<file path="src/rtl/logic_gate_pipe_if.sv">
// logic_gate_pipe_if: valid/ready bus of the generic logic stage.
// The master side is the traffic source and sink around the stage.
// The slave side is the stage itself.
interface logic_gate_pipe_if #(
  parameter int WIDTH = 8
);
  logic             in_valid;
  logic             in_ready;
  logic [2:0]       op;
  logic [WIDTH-1:0] a;
  logic [WIDTH-1:0] b;
  logic             in_last;
  logic             out_valid;
  logic             out_ready;
  logic [WIDTH-1:0] y;
  logic             y_any;
  logic             y_all;

  modport master (
    output in_valid, op, a, b, in_last, out_ready,
    input  in_ready, out_valid, y, y_any, y_all
  );

  modport slave (
    input  in_valid, op, a, b, in_last, out_ready,
    output in_ready, out_valid, y, y_any, y_all
  );
endinterface

</file>
<file path="src/rtl/logic_gate_pipe.sv">
// logic_gate_pipe: registered bitwise gate stage with a valid/ready handshake,
// a one-entry output register and a multi-beat OR-accumulate mode (op 111).
// Optional feature macro: GATE_PIPE_STATS_EN adds the res_count port, a
// saturating 16-bit count of delivered results.
module logic_gate_pipe #(
  parameter int WIDTH = 8
) (
  input  logic                 clk,
  input  logic                 rst,
`ifdef GATE_PIPE_STATS_EN
  logic_gate_pipe_if.slave     bus,
  output logic [15:0]          res_count
`else
  logic_gate_pipe_if.slave     bus
`endif
);

  typedef enum logic {
    IDLE = 1'b0,
    ACC  = 1'b1
  } state_t;

  localparam logic [2:0] OP_AND  = 3'b000;
  localparam logic [2:0] OP_OR   = 3'b001;
  localparam logic [2:0] OP_XOR  = 3'b010;
  localparam logic [2:0] OP_NAND = 3'b011;
  localparam logic [2:0] OP_NOR  = 3'b100;
  localparam logic [2:0] OP_XNOR = 3'b101;
  localparam logic [2:0] OP_NOTA = 3'b110;
  localparam logic [2:0] OP_ACC  = 3'b111;

  state_t           state_q, state_d;
  logic [WIDTH-1:0] acc_q, acc_d;
  logic [WIDTH-1:0] y_q, y_d;
  logic             out_valid_q, out_valid_d;

  logic             accept;
  logic             deliver;
  logic             acc_beat;
  logic [WIDTH-1:0] acc_sum;

  // Single-cycle combinational gate evaluation for ops 000-110.
  function automatic logic [WIDTH-1:0] gate_eval(
    input logic [2:0]       sel,
    input logic [WIDTH-1:0] opa,
    input logic [WIDTH-1:0] opb
  );
    logic [WIDTH-1:0] r;
    case (sel)
      OP_AND:  r = opa & opb;
      OP_OR:   r = opa | opb;
      OP_XOR:  r = opa ^ opb;
      OP_NAND: r = ~(opa & opb);
      OP_NOR:  r = ~(opa | opb);
      OP_XNOR: r = ~(opa ^ opb);
      OP_NOTA: r = ~opa;
      default: r = opa | opb;
    endcase
    return r;
  endfunction

  // The output register can take a new beat whenever it is empty or being drained.
  assign bus.in_ready = !out_valid_q || bus.out_ready;
  assign accept       = bus.in_valid && bus.in_ready;
  assign deliver      = out_valid_q && bus.out_ready;

  // Inside a burst every beat accumulates regardless of op.
  assign acc_beat = (state_q == ACC) || (bus.op == OP_ACC);
  assign acc_sum  = ((state_q == ACC) ? acc_q : '0) | bus.a | bus.b;

  // Next-state logic for the FSM, accumulator and output register.
  always_comb begin
    state_d     = state_q;
    acc_d       = acc_q;
    y_d         = y_q;
    out_valid_d = out_valid_q;
    if (deliver) begin
      out_valid_d = 1'b0;
    end
    if (accept) begin
      if (acc_beat) begin
        if (bus.in_last) begin
          y_d         = acc_sum;
          out_valid_d = 1'b1;
          acc_d       = '0;
          state_d     = IDLE;
        end else begin
          acc_d   = acc_sum;
          state_d = ACC;
        end
      end else begin
        y_d         = gate_eval(bus.op, bus.a, bus.b);
        out_valid_d = 1'b1;
      end
    end
  end

  // State, accumulator and output register; reset discards any burst or pending result.
  always_ff @(posedge clk) begin
    if (rst) begin
      state_q     <= IDLE;
      acc_q       <= '0;
      y_q         <= '0;
      out_valid_q <= 1'b0;
    end else begin
      state_q     <= state_d;
      acc_q       <= acc_d;
      y_q         <= y_d;
      out_valid_q <= out_valid_d;
    end
  end

  assign bus.out_valid = out_valid_q;
  assign bus.y         = y_q;
  assign bus.y_any     = |y_q;
  assign bus.y_all     = &y_q;

`ifdef GATE_PIPE_STATS_EN
  logic [15:0] res_count_q, res_count_d;

  // Delivered-result counter, sticks at all-ones instead of wrapping.
  always_comb begin
    res_count_d = res_count_q;
    if (deliver && (res_count_q != 16'hFFFF)) begin
      res_count_d = res_count_q + 16'd1;
    end
  end

  // Counter register.
  always_ff @(posedge clk) begin
    if (rst) begin
      res_count_q <= 16'd0;
    end else begin
      res_count_q <= res_count_d;
    end
  end

  assign res_count = res_count_q;
`endif

endmodule

</file>
<file path="src/flat_wrapper.sv">
// flat-port wrapper written by rule: the top's interface ports become plain ports
module logic_gate_pipe_flat 
#(
  parameter int WIDTH = 8
)
  (clk, rst, bus_in_valid, bus_op, bus_a, bus_b, bus_in_last, bus_out_ready, bus_in_ready, bus_out_valid, bus_y, bus_y_any, bus_y_all);
  logic_gate_pipe_if #(.WIDTH(WIDTH)) bus_i ();
  input  logic clk;
  input  logic rst;
  input wire logic [$bits(bus_i.in_valid)-1:0] bus_in_valid;
  input wire logic [$bits(bus_i.op)-1:0] bus_op;
  input wire logic [$bits(bus_i.a)-1:0] bus_a;
  input wire logic [$bits(bus_i.b)-1:0] bus_b;
  input wire logic [$bits(bus_i.in_last)-1:0] bus_in_last;
  input wire logic [$bits(bus_i.out_ready)-1:0] bus_out_ready;
  output wire logic [$bits(bus_i.in_ready)-1:0] bus_in_ready;
  output wire logic [$bits(bus_i.out_valid)-1:0] bus_out_valid;
  output wire logic [$bits(bus_i.y)-1:0] bus_y;
  output wire logic [$bits(bus_i.y_any)-1:0] bus_y_any;
  output wire logic [$bits(bus_i.y_all)-1:0] bus_y_all;
  assign bus_i.in_valid = bus_in_valid;
  assign bus_i.op = bus_op;
  assign bus_i.a = bus_a;
  assign bus_i.b = bus_b;
  assign bus_i.in_last = bus_in_last;
  assign bus_i.out_ready = bus_out_ready;
  assign bus_in_ready = bus_i.in_ready;
  assign bus_out_valid = bus_i.out_valid;
  assign bus_y = bus_i.y;
  assign bus_y_any = bus_i.y_any;
  assign bus_y_all = bus_i.y_all;
  logic_gate_pipe #(.WIDTH(WIDTH)) u_core (.clk(clk), .rst(rst), .bus(bus_i));
endmodule
</file>
<file path="config.mk">
export PLATFORM = sky130hd
export DESIGN_NAME = logic_gate_pipe_flat
export DESIGN_NICKNAME = d
export VERILOG_FILES = /design/src/rtl/logic_gate_pipe_if.sv /design/src/rtl/logic_gate_pipe.sv /design/src/flat_wrapper.sv
export SDC_FILE = /design/constraint.sdc
export NUM_CORES = 1
export LEC_CHECK = 0
export BUFFER_PORTS_ARGS = -buffer_cell sky130_fd_sc_hd__buf_2
export CAP_MARGIN = 5
export CORE_UTILIZATION = 45
export DETAILED_ROUTE_END_ITERATION = 12
export PLACE_DENSITY_LB_ADDON = 0.12
export SYNTH_ARGS = -nofsm -noshare
export SYNTH_HDL_FRONTEND = slang
export SYNTH_SLANG_ARGS = --single-unit
export TNS_END_PERCENT = 20
</file>
<file path="constraint.sdc">
create_clock -name clk -period 2.18 [get_ports clk]
set_clock_uncertainty 0.15 [all_clocks]
set_input_delay 0.436 -clock clk [delete_from_list [all_inputs] [get_ports clk]]
set_output_delay 0.436 -clock clk [all_outputs]
set_load 0.02 [all_outputs]
</file>
==> impl_metrics.json, run 1 <==
{
  "grt_pass1_vias": 1751,
  "rows": 21,
  "period_minus_slack_ns": 1.82,
  "first_pass_iters": 4,
  "antenna_found_initial": 0,
  "maxCapViolCount": 0,
  "critical_path_class": "in2reg",
  "synthTopCellsByCount": "nor2_1, a21oi_1, inv_1, nand2_1, o21ai_0",
  "vias": 1794,
  "power.switching_uw": 349,
  "hold_viol_final": 0,
  "power_mw": 1.00,
  "synth_async_sr_flop_share": 0,
  "yosysTopAreaCell": "dfxtp_1",
  "wirelength_um": 4580,
  "die-area_sq_um": 4000,
  "synth_cells": 233,
  "drv_slew": 0,
  "portBuffers": 35,
  "ctsResizeCount": 0,
  "worst_ep_arrival_time_ns": 1.85,
  "crit_slowest_cell": "or4_1",
  "final_cells": 315,
  "p_int_uw": 654,
  "final_antenna_net_count": 0,
  "worstSkewPairLatency_ns": 0.26,
  "cts_setup_buffers": 0,
  "grt-ovfl-total": 0,
  "multi_input_area_sq_um": 1160,
  "htreeDepth": 1,
  "via_per_inst": 5.70,
  "yosysWarningCount": 0,
  "power.leakage_nw": 0.927,
  "ys_seq_area_frac": 0.213,
  "syn_area_per_cell_sq_um": 7.24,
  "top_layer": "met4",
  "synth_edf_count": 0,
  "dp_hpwl_um": 3540,
  "clkSinkCount": 18,
  "clkTransAtPathRegs_ns": 0.07,
  "regArea_sq_um": 360,
  "yosys_register_bits": 18,
  "max_freq_ghz": 0.550,
  "grt_pass1_wl_um": 8020,
  "worstMarginPinSlew_ns": 0.507,
  "status": "finished clean",
  "drc_errors": 0,
  "fin_crit_sh": 0.834,
  "dp_cells": 311,
  "synth_nets": 273,
  "switching_share": 0.348,
  "design.core.area_sq_um": 3470,
  "root_buffer": "clkbuf_8",
  "drt_iter0_markers": 96,
  "maxSlewHeadroom": 0.658,
  "finish.utilization": 0.569,
  "fillCellCount": 362,
  "p_seq_frac": 0.377,
  "power_density_nw_per_um2": 508,
  "setup_violations": 0,
  "combPwrFrac": 0.348,
  "synth.distinct_cells": 43,
  "crit_path_max_incr_delay_ns": 0.52,
  "yosysTopAreaCellShare": 0.213,
  "critPathTopFamily": "simple AND/OR/NAND/NOR gates",
  "dr_wl_met3_um": 173,
  "cts_made_buffers": 3,
  "die_width_um": 63.2,
  "synth_most_common_cell": "nor2_1",
  "die_y_um": 63.2,
  "fin_nets": 310,
  "drive_gt1_frac": 0.208,
  "synth_area_sq_um": 1690,
  "critPathLaunchType": "input pin",
  "initial_utilization": 0.487,
  "clockPowerShare": 0.275,
  "tritoncts": "yes",
  "peakVddDrop_mv": 0.423,
  "wl_met2_um": 2220,
  "rsz0062_at_grt": "false",
  "crit_chain": "buf_2 -> inv_1 -> ha_1 -> nor2_1 -> a21oi_4 -> a21oi_1 -> or4_1 -> a211oi_2",
  "hold_class": "reg2reg",
  "n_antenna_cell": 0,
  "cp-end-kind": "flip-flop",
  "wire_per_inst_um": 14.5,
  "hold_buffers": 0,
  "worstPathMaxFanout": 4,
  "grt_max_degree": 20,
  "place_congestion": 0.876,
  "area_delta_synth_final_pct": 17.0,
  "drt-met1-wl_um": 2080,
  "cts_buffer_depth": 2,
  "layout_setup_ws_ns": 0.361,
  "critPathBufInv": 2,
  "synth-main-ff-cell": "dfxtp_1",
  "track_usage": 0.253,
  "io_pins": 36,
  "cp.required_ns": 2.21,
  "fin_setup_tns_ns": 0,
  "pre_cts_ws_ns": 0.110,
  "synth.area.top_cells": "dfxtp_1, ha_1, a21oi_1"
}
## cells in the final DEF, fill, tap and decap left out, types with 3 or more instances in the layout
| cell type | synthesis | routed |
|---|---|---|
| o21ai_0 | 20 | 20 |
| a21oi_1 | 24 | 24 |
| mux2i_1 | 3 | 3 |
| nor3_1 | 3 | 3 |
| dfxtp_1 | 18 | 18 |
| a21o_1 | 4 | 4 |
| a211o_1 | 3 | 3 |
| a211oi_1 | 12 | 12 |
| nor2_1 | 26 | 26 |
| nand3_1 | 3 | 3 |
| o221ai_1 | 4 | 4 |
| buf_2 | 4 | 35 |
| a32oi_1 | 3 | 3 |
| inv_1 | 21 | 21 |
| ha_1 | 16 | 16 |
| a311oi_1 | 3 | 3 |
| clkbuf_8 | 0 | 4 |
| nand2_1 | 21 | 21 |
| o22ai_1 | 3 | 3 |
| a221oi_1 | 3 | 3 |
| buf_4 | 3 | 12 |
| nand4_1 | 3 | 3 |
| nor2b_1 | 4 | 4 |
## cell families (layout without fill, tap and decap cells)
group / after synthesis / count (layout) / synth area share
buffers and inverters: 36 / 72 / 0.101
flip-flops: 18 / 18 / 0.213
multiplexers: 3 / 3 / 0.0178
AND/OR/NAND/NOR: 71 / 71 / 0.196
adder cells (fa/ha/maj): 16 / 16 / 0.119
AO/OA/AOI/OAI: 89 / 89 / 0.354
## state kept, by name, indices dropped and copies added, names as in the netlist
register	flops
u_core.acc_q	8
u_core.bus.y	8
u_core.bus.out_valid	1
u_core.state_q	1
## area by class of cell
type	instances	area share
repair buffers	47	0.134
well taps	46	0.0292
multi-input cells	179	0.586
flip-flops and latches	18	0.183
inverters	21	0.0399
clock buffers	4	0.0279
## per-stage QoR
step	area [sq um]	hold slack, ns
3_3_place_gp	1920	0.296
6_report	1970	0.315
3_5_place_dp	1920	0.303
2_1_floorplan	1690	0.282
4_1_cts	1970	0.314
5_1_grt	1970	0.344
## worst register-to-register path, cell delays in order (launching register included)
cell and delay [ns]:
dfxtp_1 0.31, nand2b_1 0.16, nand2_1 0.23, nor2_1 0.38, nor2_1 0.09, a211oi_2 0.18
## routing by layer
layer / vias to the layer above / global-route usage
met5: - / 0
met4: 0 / 0.0994
li1: 923 / -
met3: 11 / 0.0399
met2: 44 / 0.441
met1: 816 / 0.309
## power by group through the flow
| stage | clock network (mW) | registers [mW] | logic [mW] |
|---|---|---|---|
| finish | 0.276 | 0.378 | 0.349 |
| global route | 0.299 | 0.382 | 0.391 |
| CTS | 0.281 | 0.378 | 0.347 |
| detailed placement | 0 | 0.385 | 0.346 |
| global placement | 0 | 0.385 | 0.345 |
| floorplan | 0 | 0.403 | 0.214 |
## path summary, 6_finish.rpt
kind	from	depth (start not counted)	to	slack, ns
worst max-delay path	bus_b[5]	8	u_core.bus.y[5]	0.36
worst min-delay path	u_core.acc_q[6]	2	u_core.acc_q[6]	0.32
worst max register to register	u_core.bus.out_valid	5	u_core.bus.y[5]	0.60
worst min register to register	u_core.acc_q[6]	2	u_core.acc_q[6]	0.32
(Power assumes the default switching activity.)
==> run 2, diff against run 1 <==
- clock period: 2.18 -> 1.63 ns (I/O delays scaled with it)
==> impl_metrics.json, run 2 (same netlist as run 1, synthesis figures left out) <==
{
  "p_int_uw": 895,
  "maxCapViolCount": 0,
  "layout_setup_ws_ns": 0.00294,
  "dp_cells": 345,
  "setup_violations": 0,
  "maxSlewHeadroom": 0.708,
  "antenna_found_initial": 0,
  "grt_pass1_wl_um": 7980,
  "final_cells": 348,
  "max_freq_ghz": 0.615,
  "place_congestion": 0.919,
  "critPathLaunchType": "input pin",
  "power.switching_uw": 487,
  "critical_path_class": "in2reg",
  "track_usage": 0.254,
  "die-area_sq_um": 4000,
  "drt_iter0_markers": 121,
  "layout_common_cells": "buf_4, buf_2, nor2_1",
  "cp-end-kind": "flip-flop",
  "initial_utilization": 0.487,
  "peakVddDrop_mv": 0.351,
  "fin_crit_sh": 0.998,
  "worstMarginPinSlew_ns": 0.433,
  "hold_class": "in2reg",
  "fin_setup_tns_ns": 0,
  "pre_cts_ws_ns": -0.285,
  "cts_setup_buffers": 0,
  "rsz0062_at_grt": "true",
  "die_y_um": 63.2,
  "drc_errors": 0,
  "dp_hpwl_um": 3730,
  "wire_per_inst_um": 13.6,
  "rows": 21,
  "via_per_inst": 5.47,
  "area_delta_synth_final_pct": 35.4,
  "htreeDepth": 1,
  "drv_slew": 0,
  "worstPathMaxFanout": 2,
  "grt-ovfl-total": 0,
  "power_density_nw_per_um2": 605,
  "period_minus_slack_ns": 1.63,
  "grt_max_degree": 16,
  "cts_buffer_depth": 2,
  "grt_pass1_vias": 1730,
  "status": "finished clean",
  "worst_ep_arrival_time_ns": 1.66,
  "design.core.area_sq_um": 3470,
  "whs_ns": 0.149,
  "die_width_um": 63.2,
  "worstSkewPairLatency_ns": 0.25,
  "hold_viol_final": 0,
  "p_seq_frac": 0.371,
  "fin_nets": 344,
  "wirelength_um": 4720,
  "first_pass_iters": 4,
  "n_antenna_cell": 0,
  "vias": 1903,
  "io_pins": 36,
  "power.leakage_nw": 1.09,
  "drive_gt1_frac": 0.331,
  "clkTransAtPathRegs_ns": 0.07,
  "layout_commonest_cell": "buf_4",
  "cts_made_buffers": 3,
  "switching_share": 0.352,
  "clkSinkCount": 18,
  "tritoncts": "yes",
  "final_antenna_net_count": 0,
  "cp.required_ns": 1.66,
  "combPwrFrac": 0.401,
  "portBuffers": 35,
  "root_buffer": "clkbuf_8",
  "clockPowerShare": 0.228
}
-- run 2: power by group through the flow --
stage	clock network (mW)	logic [mW]	registers [mW]
after global routing	0.344	0.613	0.518
after floorplan	0	0.295	0.539
after CTS	0.329	0.543	0.509
final	0.315	0.554	0.513
after detailed placement	0	0.537	0.516
after global placement	0	0.532	0.516
-- run 2: what timing repair did --
| action | CTS | global route |
|---|---|---|
| hold buffers | 0 | 0 |
| gates resized for setup | 2 | 10 |
| cloned | 0 | 0 |
| pin swaps | 0 | 3 |
| setup endpoints to repair | 2 | 7 |
-- run 2: layout make-up --
type | count | area, sq um
clock buffers | 3 | 41.3
well taps | 46 | 57.6
flip-flops and latches | 18 | 363
inverters | 21 | 91.3
repair buffers | 81 | 532
multi-input cells | 179 | 1200
fillers | 319 | 1180
-- run 2: metrics by stage --
step / utilization / instance area, sq um / power, mW
finish: 0.659 / 2290 / 1.38
global route: 0.659 / 2290 / 1.48
CTS: 0.651 / 2260 / 1.38
detailed placement: 0.636 / 2210 / 1.05
global placement: 0.636 / 2210 / 1.05
floorplan: - / 1720 / 0.834
-- run 2: final timing paths --
| path | startpoint | endpoint | slack, ns | cells past startpoint |
|---|---|---|---|---|
| min | rst | u_core.acc_q[3] | 0.15 | 2 |
| min reg2reg | u_core.acc_q[6] | u_core.acc_q[6] | 0.30 | 2 |
| max | bus_b[5] | u_core.bus.y[5] | 0.003 | 8 |
| max reg2reg | u_core.state_q | u_core.bus.y[2] | 0.08 | 5 |
-- run 2: worst max-delay path, stage by stage --
cell and delay (ns):
buf_4 0.12, inv_8 0.03, ha_4 0.27, nor2_4 0.04, a21oi_4 0.11, a21oi_1 0.07, or4_1 0.49, a211oi_2 0.21
-- run 2: layer usage --
| layer | GRT usage | up-vias | part of all wire | wire length, um |
|---|---|---|---|---|
| met5 | 0 | - | 0 | 0 |
| met4 | 0.0824 | 0 | 0.014 | 65 |
| met3 | 0.0362 | 7 | 0.037 | 174 |
| met2 | 0.462 | 49 | 0.50 | 2380 |
| met1 | 0.303 | 861 | 0.45 | 2100 |
| li1 | - | 986 | - | - |
